==> src/rtl/mem_req_master_pkg.sv <==
// Shared types and constants for the memory request master slice.
package mem_req_pkg;

  typedef enum logic [1:0] {
    IDLE   = 2'd0,
    STROBE = 2'd1,
    WAIT   = 2'd2,
    RESP   = 2'd3
  } state_t;

  localparam logic OP_LOAD  = 1'b0;
  localparam logic OP_STORE = 1'b1;

  localparam int DEFAULT_TIMEOUT_CYCLES = 64;

endpackage

==> src/rtl/mem_req_master_if.sv <==
// Pipeline request/response handshake plus the memory subsystem bus.
interface mem_req_if;
  logic        req_valid;
  logic        req_wr;
  logic [15:0] req_addr;
  logic [15:0] req_wdata;
  logic        req_ready;
  logic        resp_valid;
  logic [15:0] resp_rdata;
  logic        resp_hit;
  logic        resp_err;
  logic [15:0] Addr;
  logic [15:0] DataIn;
  logic        Rd;
  logic        Wr;
  logic [15:0] DataOut;
  logic        Done;
  logic        Stall;
  logic        CacheHit;
  logic        err;

  modport master (
    input  req_valid, req_wr, req_addr, req_wdata,
    input  DataOut, Done, Stall, CacheHit, err,
    output req_ready, resp_valid, resp_rdata, resp_hit, resp_err,
    output Addr, DataIn, Rd, Wr
  );

  modport slave (
    output req_valid, req_wr, req_addr, req_wdata,
    output DataOut, Done, Stall, CacheHit, err,
    input  req_ready, resp_valid, resp_rdata, resp_hit, resp_err,
    input  Addr, DataIn, Rd, Wr
  );
endinterface

==> src/rtl/mem_req_master_timer.sv <==
// Clear/enable counter that saturates at all-ones, with an equality compare against LIMIT.
module mem_req_timer #(
  parameter int             W     = 8,
  parameter logic [W-1:0]   LIMIT = '1
) (
  input  logic         clk,
  input  logic         rst,
  input  logic         clr,
  input  logic         en,
  output logic [W-1:0] count,
  output logic         expired
);

  always_ff @(posedge clk or negedge rst) begin
    if (!rst) begin
      count <= '0;
    end else if (clr) begin
      count <= '0;
    end else if (en && (count != '1)) begin
      count <= count + {{(W-1){1'b0}}, 1'b1};
    end
  end

  assign expired = (count == LIMIT);

endmodule

==> src/rtl/mem_req_master.sv <==
// Single-outstanding load/store initiator: strobe once, hold Addr/DataIn, wait for Done or timeout.
// Define MEM_REQ_PERF_EN to add hit/miss/timeout performance counters.
module mem_req_master
  import mem_req_pkg::*;
#(
  parameter int TIMEOUT_CYCLES = DEFAULT_TIMEOUT_CYCLES,
  parameter bit ALIGN_CHECK    = 1'b1
) (
  input  logic clk,
  input  logic rst,
  mem_req_if.master bus
`ifdef MEM_REQ_PERF_EN
  ,
  input  logic        perf_clr,
  output logic [15:0] perf_hits,
  output logic [15:0] perf_misses,
  output logic [7:0]  perf_timeouts
`endif
);

  localparam logic [7:0] TIMEOUT_LIMIT = 8'(TIMEOUT_CYCLES - 1);

  state_t      state_reg;
  logic        op_reg;
  logic        req_ready_reg;
  logic        rd_reg;
  logic        wr_reg;
  logic [15:0] addr_reg;
  logic [15:0] wdata_reg;
  logic [15:0] resp_rdata_reg;
  logic        resp_valid_reg;
  logic        resp_hit_reg;
  logic        resp_err_reg;
  logic        resp_timeout_reg;
  logic        err_sticky_reg;
  logic [7:0]  wait_count_unused;
  logic        wait_expired;
  logic        stall_unused;
  logic        accept;
  logic        misaligned;

  assign accept       = req_ready_reg & bus.req_valid;
  assign misaligned   = ALIGN_CHECK & bus.req_addr[0];
  assign stall_unused = bus.Stall;

  // Counts WAIT cycles; cleared during the strobe so the first WAIT cycle sees 0.
  mem_req_timer #(.W(8), .LIMIT(TIMEOUT_LIMIT)) u_wait_timer (
    .clk     (clk),
    .rst     (rst),
    .clr     (state_reg == STROBE),
    .en      (state_reg == WAIT),
    .count   (wait_count_unused),
    .expired (wait_expired)
  );

  always_ff @(posedge clk or negedge rst) begin
    if (!rst) begin
      state_reg        <= IDLE;
      op_reg           <= OP_LOAD;
      req_ready_reg    <= 1'b1;
      rd_reg           <= 1'b0;
      wr_reg           <= 1'b0;
      addr_reg         <= '0;
      wdata_reg        <= '0;
      resp_rdata_reg   <= '0;
      resp_valid_reg   <= 1'b0;
      resp_hit_reg     <= 1'b0;
      resp_err_reg     <= 1'b0;
      resp_timeout_reg <= 1'b0;
      err_sticky_reg   <= 1'b0;
    end else begin
      // Strobes and response fields are pulses; they default low every cycle.
      rd_reg           <= 1'b0;
      wr_reg           <= 1'b0;
      resp_valid_reg   <= 1'b0;
      resp_rdata_reg   <= '0;
      resp_hit_reg     <= 1'b0;
      resp_err_reg     <= 1'b0;
      resp_timeout_reg <= 1'b0;
      case (state_reg)
        IDLE, RESP: begin
          if (accept) begin
            addr_reg       <= bus.req_addr;
            wdata_reg      <= bus.req_wdata;
            op_reg         <= bus.req_wr;
            err_sticky_reg <= 1'b0;
            if (misaligned) begin
              state_reg      <= RESP;
              resp_valid_reg <= 1'b1;
              resp_err_reg   <= 1'b1;
              req_ready_reg  <= 1'b1;
            end else begin
              state_reg     <= STROBE;
              rd_reg        <= (bus.req_wr == OP_LOAD);
              wr_reg        <= (bus.req_wr == OP_STORE);
              req_ready_reg <= 1'b0;
            end
          end else begin
            state_reg     <= IDLE;
            req_ready_reg <= 1'b1;
          end
        end
        STROBE, WAIT: begin
          err_sticky_reg <= err_sticky_reg | bus.err;
          if (bus.Done) begin
            state_reg      <= RESP;
            req_ready_reg  <= 1'b1;
            resp_valid_reg <= 1'b1;
            resp_rdata_reg <= (op_reg == OP_LOAD) ? bus.DataOut : 16'h0000;
            resp_hit_reg   <= bus.CacheHit;
            resp_err_reg   <= bus.err | err_sticky_reg;
          end else if ((state_reg == WAIT) && wait_expired) begin
            state_reg        <= RESP;
            req_ready_reg    <= 1'b1;
            resp_valid_reg   <= 1'b1;
            resp_err_reg     <= 1'b1;
            resp_timeout_reg <= 1'b1;
          end else begin
            state_reg <= WAIT;
          end
        end
        default: begin
          state_reg     <= IDLE;
          req_ready_reg <= 1'b1;
        end
      endcase
    end
  end

  assign bus.req_ready  = req_ready_reg;
  assign bus.resp_valid = resp_valid_reg;
  assign bus.resp_rdata = resp_rdata_reg;
  assign bus.resp_hit   = resp_hit_reg;
  assign bus.resp_err   = resp_err_reg;
  assign bus.Addr       = addr_reg;
  assign bus.DataIn     = wdata_reg;
  assign bus.Rd         = rd_reg;
  assign bus.Wr         = wr_reg;

`ifdef MEM_REQ_PERF_EN
  logic hits_sat_unused;
  logic misses_sat_unused;
  logic timeouts_sat_unused;

  mem_req_timer #(.W(16)) u_perf_hits (
    .clk     (clk),
    .rst     (rst),
    .clr     (perf_clr),
    .en      (resp_valid_reg & resp_hit_reg),
    .count   (perf_hits),
    .expired (hits_sat_unused)
  );

  // A miss is a completed response with neither hit nor error.
  mem_req_timer #(.W(16)) u_perf_misses (
    .clk     (clk),
    .rst     (rst),
    .clr     (perf_clr),
    .en      (resp_valid_reg & ~resp_hit_reg & ~resp_err_reg),
    .count   (perf_misses),
    .expired (misses_sat_unused)
  );

  mem_req_timer #(.W(8)) u_perf_timeouts (
    .clk     (clk),
    .rst     (rst),
    .clr     (perf_clr),
    .en      (resp_valid_reg & resp_timeout_reg),
    .count   (perf_timeouts),
    .expired (timeouts_sat_unused)
  );
`endif

endmodule

==> src/flat_wrapper.sv <==
// flat-port wrapper written by rule: the top's interface ports become plain ports
module mem_req_master_flat import mem_req_pkg::*;
#(
  parameter int TIMEOUT_CYCLES = DEFAULT_TIMEOUT_CYCLES,
  parameter bit ALIGN_CHECK    = 1'b1
)
  (clk, rst, bus_req_valid, bus_req_wr, bus_req_addr, bus_req_wdata, bus_DataOut, bus_Done, bus_Stall, bus_CacheHit, bus_err, bus_req_ready, bus_resp_valid, bus_resp_rdata, bus_resp_hit, bus_resp_err, bus_Addr, bus_DataIn, bus_Rd, bus_Wr);
  mem_req_if bus_i ();
  input  logic clk;
  input  logic rst;
  input wire logic [$bits(bus_i.req_valid)-1:0] bus_req_valid;
  input wire logic [$bits(bus_i.req_wr)-1:0] bus_req_wr;
  input wire logic [$bits(bus_i.req_addr)-1:0] bus_req_addr;
  input wire logic [$bits(bus_i.req_wdata)-1:0] bus_req_wdata;
  input wire logic [$bits(bus_i.DataOut)-1:0] bus_DataOut;
  input wire logic [$bits(bus_i.Done)-1:0] bus_Done;
  input wire logic [$bits(bus_i.Stall)-1:0] bus_Stall;
  input wire logic [$bits(bus_i.CacheHit)-1:0] bus_CacheHit;
  input wire logic [$bits(bus_i.err)-1:0] bus_err;
  output wire logic [$bits(bus_i.req_ready)-1:0] bus_req_ready;
  output wire logic [$bits(bus_i.resp_valid)-1:0] bus_resp_valid;
  output wire logic [$bits(bus_i.resp_rdata)-1:0] bus_resp_rdata;
  output wire logic [$bits(bus_i.resp_hit)-1:0] bus_resp_hit;
  output wire logic [$bits(bus_i.resp_err)-1:0] bus_resp_err;
  output wire logic [$bits(bus_i.Addr)-1:0] bus_Addr;
  output wire logic [$bits(bus_i.DataIn)-1:0] bus_DataIn;
  output wire logic [$bits(bus_i.Rd)-1:0] bus_Rd;
  output wire logic [$bits(bus_i.Wr)-1:0] bus_Wr;
  assign bus_i.req_valid = bus_req_valid;
  assign bus_i.req_wr = bus_req_wr;
  assign bus_i.req_addr = bus_req_addr;
  assign bus_i.req_wdata = bus_req_wdata;
  assign bus_i.DataOut = bus_DataOut;
  assign bus_i.Done = bus_Done;
  assign bus_i.Stall = bus_Stall;
  assign bus_i.CacheHit = bus_CacheHit;
  assign bus_i.err = bus_err;
  assign bus_req_ready = bus_i.req_ready;
  assign bus_resp_valid = bus_i.resp_valid;
  assign bus_resp_rdata = bus_i.resp_rdata;
  assign bus_resp_hit = bus_i.resp_hit;
  assign bus_resp_err = bus_i.resp_err;
  assign bus_Addr = bus_i.Addr;
  assign bus_DataIn = bus_i.DataIn;
  assign bus_Rd = bus_i.Rd;
  assign bus_Wr = bus_i.Wr;
  mem_req_master #(.TIMEOUT_CYCLES(TIMEOUT_CYCLES), .ALIGN_CHECK(ALIGN_CHECK)) u_core (.clk(clk), .rst(rst), .bus(bus_i));
endmodule
==> config.mk <==
export PLATFORM = sky130hd
export DESIGN_NAME = mem_req_master_flat
export DESIGN_NICKNAME = d
export VERILOG_FILES = /design/src/rtl/mem_req_master_pkg.sv /design/src/rtl/mem_req_master_if.sv /design/src/rtl/mem_req_master_timer.sv /design/src/rtl/mem_req_master.sv /design/src/flat_wrapper.sv
export SDC_FILE = /design/constraint.sdc
export NUM_CORES = 1
export LEC_CHECK = 0
export BUFFER_PORTS_ARGS = -buffer_cell sky130_fd_sc_hd__buf_4
export CAP_MARGIN = 20
export CORE_ASPECT_RATIO = 1.4
export CORE_MARGIN = 3
export CORE_UTILIZATION = 51
export CTS_CLUSTER_DIAMETER = 100
export DETAILED_ROUTE_END_ITERATION = 10
export HOLD_SLACK_MARGIN = 0.06
export PLACE_DENSITY = 0.87
export SLEW_MARGIN = 20
export SYNTH_ARGS = -nofsm -noshare
export SYNTH_HDL_FRONTEND = slang
export SYNTH_SLANG_ARGS = --single-unit
export TNS_END_PERCENT = 100
==> constraint.sdc <==
create_clock -name clk -period 4.05 [get_ports clk]
set_clock_uncertainty 0.05 [all_clocks]
set_input_delay 0.2025 -clock clk [delete_from_list [all_inputs] [get_ports clk]]
set_output_delay 0.2025 -clock clk [all_outputs]
set_load 0.01 [all_outputs]
==> summary.txt <==
Outcome
  • Status: finished, final reports clean

Synthesis
  • Synthesized Nets: 239
  • Flops & latches, synth: 66
  • Seq/Total Area, Yosys: between 60 and 70%
  • Post-Synthesis Cells: 180
  • Ys Warns: 0
  • Avg Inst Size Synth: between 10 and 15 µm²
  • Mapped cell area: around 2700 µm²
  • Post-synthesis cell type count: 36

Power
  • IR drop worst, VDD: between 0.4 and 0.5 mV
  • PwrDens: 688 nW/µm²
  • Leakage power: around 2.1 nW

Global routing
  • Vias in the first global route: roughly 2300
  • Total GRT Usage: 26.8%
  • Initial antenna violation count: 1
  • Largest net degree at the start of global routing: 67
  • Global-route wire length before repair: approximately 12000 µm
  • Total global routing overflow: 0

Die
  • Die area: 6210 µm²
  • Ports: between 100 and 150
  • FP Rows: 30
  • Core area: around 5000 µm²
  • Starting Density: between 50% and 60%
  • Die H: 92.1 µm
  • Die width: 67.5 µm

Timing
  • Fmax: slightly above 0.4 GHz
  • Slew Viols, Final: 0
  • Slew margin rel.: around 48%
  • Fin crit share: about three fifths
  • Worst-margin pin slew: between 700 and 800 ps
  • Fin. Hold Viols: 0
  • RSZ-0062 raised after global routing: no
  • Tmin final: between 2000 and 2500 ps
  • Setup_tns: 0 ps
  • Final setup violation count: 0

Critical path
  • Crit-path max FO: 37
  • Setup Crit Path Kind: reg2reg
  • CP Data Arrival Time: about 2700 ps
  • Flop2flop setup slack: roughly 1600 ps
  • Critical Path Source Type: flop
  • CP required: about 4300 ps
  • CP Launch Point: u_core.state_reg[0]$_DFF_PN0_
  • Crit Reg-Reg Startpoint: u_core.state_reg[0]$_DFF_PN0_
  • Worst setup EP type: flop
  • Critical-path top delay cell: dlygate4sd3_1
  • CP peak stage delay: approximately 600 ps
  • Cells along the critical path: inv_1 -> ha_1 -> nand3_4 -> nor3_1 -> dlygate4sd3_1

Routing
  • Routed Antenna Nets: 0
  • Initial drt markers: 81
  • Post-route DRC: 0
  • First-pass DRT Iterations: 4
  • WL per Instance: ~18 µm
  • Routed WL: ~7700 µm
  • DR vias: 2108
  • Via density: 5.08

Hold path
  • Hold Crit Start: bus_err
  • Worst hold-check path type: in2reg

Final layout
  • Final net count: ~400
  • Most frequent cells in the layout: buf_4, dfrtp_1, dlygate4sd3_1
  • Most common cell after layout, fill and taps aside: buf_4
  • Area Growth Syn to Fin: 56.7%
  • Fill count: ~240
  • Fin util: 84.7%
  • Layout cells sized above 1: 46.0%

Clock network
  • H-tree depth: 3
  • Num Clock Sinks: between 60 and 70
  • Cts bufs inserted: 9
  • Post-CTS Setup Inserts: 0
  • Worst-path clk slew: approximately 70 ps
  • Max Buffers Root-to-Sink: 2
  • CTS Root Cell: clkbuf_8
  • Worst skew pair latency: around 340 ps
  • CTS tree: done

Place
  • PortBufs: 108
  • Post-DP HPWL: roughly 4100 µm
  • GP Congestion: approximately 0.75

Flow run
  • Max-Cap Viols: 0
-- worst paths after layout --
kind	end	cells after the start
worst min-delay path	u_core.bus.resp_err$_DFF_PN0_	2
worst max-delay path	u_core.bus.Rd$_DFF_PN0_	5
min in group asynchronous	u_core.bus.DataIn[11]$_DFFE_PN0P_	2
worst max register to register	u_core.bus.Rd$_DFF_PN0_	5
max in group asynchronous	u_core.bus.resp_rdata[1]$_DFF_PN0_	2
worst min register to register	u_core.bus.DataIn[5]$_DFFE_PN0P_	1
-- synthesized netlist by cell type --
master	count	area (µm²)
nand2_1	3	11.3
nor2_2	1	6.26
o22a_1	1	8.76
nand3_4	1	17.5
nor3b_1	1	7.51
mux2_4	27	405
a211oi_1	3	22.5
o21bai_1	1	7.51
nand2b_4	1	13.8
mux2_2	7	78.8
nand3_1	4	20.0
and2_1	17	106
nor2b_1	4	25.0
and4_1	2	17.5
a21boi_2	1	11.3
a211o_1	1	8.76
clkbuf_2	1	5.00
inv_1	3	11.3
and3_1	3	18.8
buf_4	1	7.51
o21a_1	1	7.51
nor4bb_2	1	16.3
a31oi_1	2	12.5
buf_6	3	33.8
dfrtp_1	65	1630
nand2b_1	2	12.5
o2111a_1	1	11.3
a311oi_1	2	17.5
buf_1	1	3.75
nor3_1	4	20.0
nor2_1	3	11.3
mux2i_1	1	10.0
a21oi_1	6	30.0
ha_1	3	37.5
dfstp_2	1	26.3
o311a_1	1	10.0
-- logic make-up (layout without fill, tap and decap cells) --
kind of cell    Yosys count  count (layout)  share of synthesized area, %
compound gates           20              20                          5.47
fa+ha+maj                 3               3                          1.39
buf+inv                   9             179                          2.27
flops                    66              66                          61.3
mux                      35              35                          18.3
other cells               0               1                             0
simple gates             47              47                          11.3
-- stage by stage --
step / hold WS (ps) / total power [mW] / cell area, µm² / setup slack, ps / cells
finish: 91.8 / 2.91 / 4230 / 1590 / 415
global route: 95.3 / 3.06 / 4230 / 1430 / 415
CTS: 93.4 / 2.86 / 4230 / 1640 / 414
detailed placement: 291 / 2.35 / 3540 / 1920 / 346
global placement: 287 / 2.30 / 3540 / 1980 / 346
floorplan: -143 / 1.85 / 2700 / 2480 / 180
-- power breakdown --
part | leakage (nW) | internal [mW] | switching, mW
clock | 0.0834 | 0.238 | 0.244
combinational | 1.22 | 0.783 | 0.557
sequential | 0.826 | 0.922 | 0.165
-- area by class of cell --
| cell class | count | area [µm²] | share of cell area [%] |
|---|---|---|---|
| antenna | 1 | 2.50 | 0.0592 |
| clock buffer | 13 | 149 | 3.52 |
| clock inverter | 3 | 17.5 | 0.414 |
| inverter | 3 | 11.3 | 0.266 |
| multi-input combinational | 105 | 983 | 23.3 |
| sequential | 66 | 1650 | 39.1 |
| tap | 64 | 80.1 | 1.89 |
| timing repair buffer | 160 | 1330 | 31.5 |
-- worst max-delay path: cells and delay by family, from the launching register on --
| kind | cells | cell delay (ps) |
|---|---|---|
| DFF | 1 | 350 |
| and+or+nand+nor | 2 | 910 |
| buffers and inverters | 2 | 640 |
| adders and majority gates | 1 | 440 |
-- per-layer routing --
layer	track usage, %	part of all wire, %	vias to the layer above
met5	0	0	-
met1	28.2	35	1032
li1	-	-	974
met3	7.11	5.9	18
met2	46.6	55	84
met4	14.6	3.3	0
-- timing repair --
action | in CTS | in global routing
resized for setup | 0 | 0
hold buffers | 52 | 0
endpoints found under the hold margin | 116 | 0
Power figures use the tool's default switching activity.
